`config.mk`:
```
export PLATFORM = sky130hd
export DESIGN_NAME = boot_loader
export DESIGN_NICKNAME = d
export VERILOG_FILES = /design/src/rtl/boot_loader.sv
export SDC_FILE = /design/constraint.sdc
export NUM_CORES = 1
export LEC_CHECK = 0
export CAP_MARGIN = 20
export CORE_ASPECT_RATIO = 0.9
export CORE_MARGIN = 1.5
export CORE_UTILIZATION = 30
export DETAILED_ROUTE_END_ITERATION = 6
export SETUP_SLACK_MARGIN = 0.3
export SLEW_MARGIN = 10
export SYNTH_ARGS = -nofsm -noshare
export SYNTH_HDL_FRONTEND = slang
export SYNTH_SLANG_ARGS = --single-unit
```
`constraint.sdc`:
```
create_clock -name CLK -period 1.9 [get_ports CLK]
set_input_delay 0.285 -clock CLK [delete_from_list [all_inputs] [get_ports CLK]]
set_output_delay 0.285 -clock CLK [all_outputs]
set_load 0.02 [all_outputs]
```
`src/rtl/boot_loader.sv`:
```
// Byte-stream boot loader: receives a length-prefixed program image,
// writes it into instruction memory and releases the core on a good checksum.
module boot_loader #(
   parameter int ADDR_W = 8
) (
   input  logic              CLK,
   input  logic              RST,
   input  logic [7:0]        in_data,
   input  logic              in_valid,
   output logic              in_ready,
   output logic              imem_we,
   output logic [ADDR_W-1:0] imem_addr,
   output logic [31:0]       imem_wdata,
   output logic              core_rst,
   output logic              done,
   output logic              error,
   output logic [15:0]       word_count
);

   localparam logic [2:0] LEN_HI = 3'd0;
   localparam logic [2:0] LEN_LO = 3'd1;
   localparam logic [2:0] DATA   = 3'd2;
   localparam logic [2:0] CHECK  = 3'd3;
   localparam logic [2:0] DONE   = 3'd4;
   localparam logic [2:0] ERR    = 3'd5;

   logic [2:0]      state;
   logic [31:0]     asm_q;
   logic [1:0]      bcnt;
   logic [ADDR_W:0] widx;
   logic [7:0]      csum;
   logic            accept;
   logic [15:0]     len;
   logic [16:0]     nxt_idx;
   logic            last_word;

   assign in_ready = (state == LEN_HI) || (state == LEN_LO) ||
                     (state == DATA)   || (state == CHECK);
   assign accept    = in_valid && in_ready;
   assign len       = {word_count[15:8], in_data};
   assign nxt_idx   = 17'(widx) + 17'd1;
   assign last_word = (nxt_idx == {1'b0, word_count});
   // The assembly register holds the finished word during its write cycle
   assign imem_wdata = asm_q;

   always_ff @(posedge CLK) begin
      if (RST) begin
         state      <= LEN_HI;
         asm_q      <= '0;
         bcnt       <= '0;
         widx       <= '0;
         csum       <= '0;
         word_count <= '0;
         imem_we    <= 1'b0;
         imem_addr  <= '0;
         done       <= 1'b0;
         error      <= 1'b0;
         core_rst   <= 1'b1;
      end else begin
         imem_we  <= 1'b0;
         done     <= (state == DONE);
         error    <= (state == ERR);
         core_rst <= (state != DONE);
         if (accept) begin
            case (state)
               LEN_HI: begin
                  word_count[15:8] <= in_data;
                  state            <= LEN_LO;
               end
               LEN_LO: begin
                  word_count[7:0] <= in_data;
                  if (17'(len) > (17'd1 << ADDR_W))
                     state <= ERR;
                  else if (len == 16'd0)
                     state <= CHECK;
                  else
                     state <= DATA;
               end
               DATA: begin
                  asm_q <= {asm_q[23:0], in_data};
                  csum  <= csum ^ in_data;
                  bcnt  <= bcnt + 2'd1;
                  if (bcnt == 2'd3) begin
                     imem_we   <= 1'b1;
                     imem_addr <= widx[ADDR_W-1:0];
                     widx      <= nxt_idx[ADDR_W:0];
                     if (last_word)
                        state <= CHECK;
                  end
               end
               CHECK: begin
                  state <= (in_data == csum) ? DONE : ERR;
               end
               default: begin
               end
            endcase
         end
      end
   end

endmodule

```
==> summary.txt <==
Outcome -> complete, no violations
Worst vdd rail ir drop -> 423 uV
Min Tclk post-route -> 1840 ps
Startpoint types -> register
Most frequent cells in the layout -> nand2_1 (125), dfxtp_1 (74), a21oi_1 (62), buf_4 (41), dlygate4sd2_1 (35)
Largest stage delay, worst path -> 490 ps
H-tree levels -> 3
Critical path buffers and inverters -> 1
Antenna cells -> 0
WL final -> 9550 um
Antenna viol nets, final -> 0
Mapped Avg Cell Area -> 8.08 um^2
GR Util met2 -> 25.0%
Clock skew -> 5.07 ps
DRC Markers -> 0
Worst path slowest cell -> or4_4
GP Congestion -> 0.799
Synth async-reset ratio -> 0%
Largest delay share family, worst path -> simple AND/OR/NAND/NOR gates
Area of the core -> 10900 um^2
Row Count -> 36
CP endpoint kind -> register
Leak Pwr -> 2.12 nW
Largest net degree at the start of global routing -> 34
Clock tree buffer depth -> 2
Clk_lat worst skew -> 340 ps
Cts hold-fix bufs -> 0
CTS tree -> done
Worst slew margin -> 66.2%
Crit path depth -> 6
Post-DP HPWL -> 6680 um
Critical-path cell list -> nor4_4 -> nand2_2 -> buf_4 -> or4_4 -> a211oi_2 -> nor3_1
Critical path launch point -> word_count[14]$_SDFFE_PP0P_
Power per cell area -> 795 nW/um^2
Unrepaired setup endpoints after global routing -> true
Hold Fails Final Rpt -> 0
Worst Path Required -> 2130 ps
Final setup fails -> 0
Final core utilization -> 45.6%
Slew @ Worst Pin -> 506 ps
Ys flop type -> dfxtp_1
Worst R2R End -> state[0]$_SDFFE_PP0P_
Mapped Cells -> 420
All-Layer GR Usage -> 16.7%
Max-cap viol count -> 0
GR Overflow Total -> 0
Commonest non-fill, non-tap cell in the layout -> nand2_1
Mapped Nets -> 433
Crit path to -> state[0]$_SDFFE_PP0P_
CTS Sinks -> 82
CTS Buf Count -> 9
Clock root buffer -> clkbuf_16
FF-to-FF setup slack -> 60 ps
Fmax -> 0.543 GHz
Final worst slack -> 57.0 ps
DR WL/cell -> 14.1 um
Final #Nets -> 532
Synthesized area -> 3390 um^2
Setup CP Type -> reg2reg
CP Max Fanout -> 3
Grt met3 use -> 3.55%
Antenna violations before repair -> 0
Vias per cell -> 4.73
Die height -> 104 um
Most used routing layer -> met2
Area growth syn-to-layout -> 47.1%
Die Span X -> 115 um
Syn. warnings -> 0
Worst min path class -> in2reg
Layout cells sized above 1 -> 18.0%
Crit path arrival time -> 2070 ps
Met1 Track Usage GR -> 23.6%
First-pass GRT wire length -> 15700 um
Worst Reg-to-Reg Cells -> 6
Synth cell types -> 42
Top-Level Pins -> 72
Input/output buffers -> 71
Final period utilization -> 97.0%
Die area -> 12000 um^2
Synth Register Bits -> 82
DP Worst Slack -> -238 ps
Pins over their slew limit -> 0
Seq/Total Area, Yosys -> 48.4%
Vias in the first global route -> 2977
TritonRoute pass-1 iters -> 4
Reg-to-Reg Start -> word_count[14]$_SDFFE_PP0P_
Clock slew at reported path FFs -> 60 ps
Number of synthesized flops with an enable pin -> 0
Initial cell density of the core -> 31.0%
Pwr Total -> 3.97 mW
Vias -> 3193
Initial drt markers -> 135
[worst min-delay path: cells and delay by family]
| kind | cells | cell delay (ps) |
|---|---|---|
| AO/OA/AOI/OAI | 1 | 50 |
| AND/OR/NAND/NOR | 1 | 90 |
| buffers and inverters | 1 | 200 |
[sequential cells by signal (all words and copies together) (netlist names)]
register    count
imem_wdata     32
word_count     16
widx            9
csum            8
imem_addr       8
state           3
bcnt            2
core_rst        1
done            1
error           1
imem_we         1
[power breakdown]
group	leakage, nW	switching [mW]	internal [mW]
Sequential	0.668	0.0436	1.75
Clock	0.142	0.681	1.05
Combinational	1.31	0.246	0.197
Total	2.12	0.971	3.00
[stage by stage]
step,area (um^2),hold WS (ps),std cells,TNS [ps]
final,4990,343,675,0
after global placement,4470,444,652,-676
after global routing,4990,367,675,0
after floorplan,3420,421,420,0
after detailed placement,4470,448,652,-1170
after CTS,4850,389,673,0
[metal layers]
layer | up-vias | routed length, um
met3 | 14 | 576
met1 | 1515 | 4480
met2 | 69 | 4350
met4 | 0 | 149
met5 | - | 0
li1 | 1595 | -
[final cells by class]
| class | count | area (um^2) |
|---|---|---|
| clock inverter | 4 | 51.3 |
| fill | 1053 | 5950 |
| tap | 152 | 190 |
| clock buffer | 11 | 243 |
| timing repair buffer | 114 | 1040 |
| inverter | 5 | 18.8 |
| sequential | 82 | 1660 |
| multi-input combinational | 307 | 1790 |
[timing repair]
item                                    in CTS  in global routing
buffers inserted                             6                  2
endpoints found under the setup margin      47                 36
gates resized for setup                     58                 35
pin swaps                                   12                  6
[Yosys cell counts, drive strengths merged, types with 3 or more instances]
| cell | instances | area [um^2] |
|---|---|---|
| xor2 | 21 | 184 |
| nand2b | 3 | 18.8 |
| o21ai | 6 | 30.0 |
| dfxtp | 82 | 1640 |
| nor2b | 4 | 27.5 |
| nor3 | 8 | 45.0 |
| clkbuf | 17 | 63.8 |
| nand3 | 5 | 35.0 |
| buf | 9 | 52.6 |
| nor4 | 6 | 37.5 |
| xnor2 | 12 | 113 |
| nor2 | 22 | 82.6 |
| a21oi | 62 | 310 |
| or3 | 4 | 25.0 |
| inv | 5 | 18.8 |
| nand2 | 128 | 485 |
[worst min-delay path by stage]
stage	startpoint	endpoint	slack (ps)	cells past startpoint
CTS	RST	csum[0]$_SDFFE_PP0P_	390	2
global placement	imem_addr[7]$_SDFFE_PP0P_	imem_addr[7]$_SDFFE_PP0P_	440	2
finish	in_data[2]	word_count[2]$_SDFFE_PP0P_	340	3
floorplan	in_data[2]	word_count[10]$_SDFFE_PP0P_	420	2
detailed placement	imem_addr[3]$_SDFFE_PP0P_	imem_addr[3]$_SDFFE_PP0P_	450	2
global route	in_data[2]	word_count[2]$_SDFFE_PP0P_	370	3
[cells by family (layout without fill, tap and decap cells)]
| kind of cell | Yosys count | after routing | synth area share (%) |
|---|---|---|---|
| simple gates | 188 | 188 | 24.0 |
| compound gates | 84 | 84 | 14.2 |
| flops | 82 | 82 | 48.4 |
| xor+xnor | 33 | 33 | 8.74 |
| buf+inv | 31 | 134 | 3.98 |
| fa+ha+maj | 2 | 2 | 0.737 |
Power figures use the tool's default switching activity.
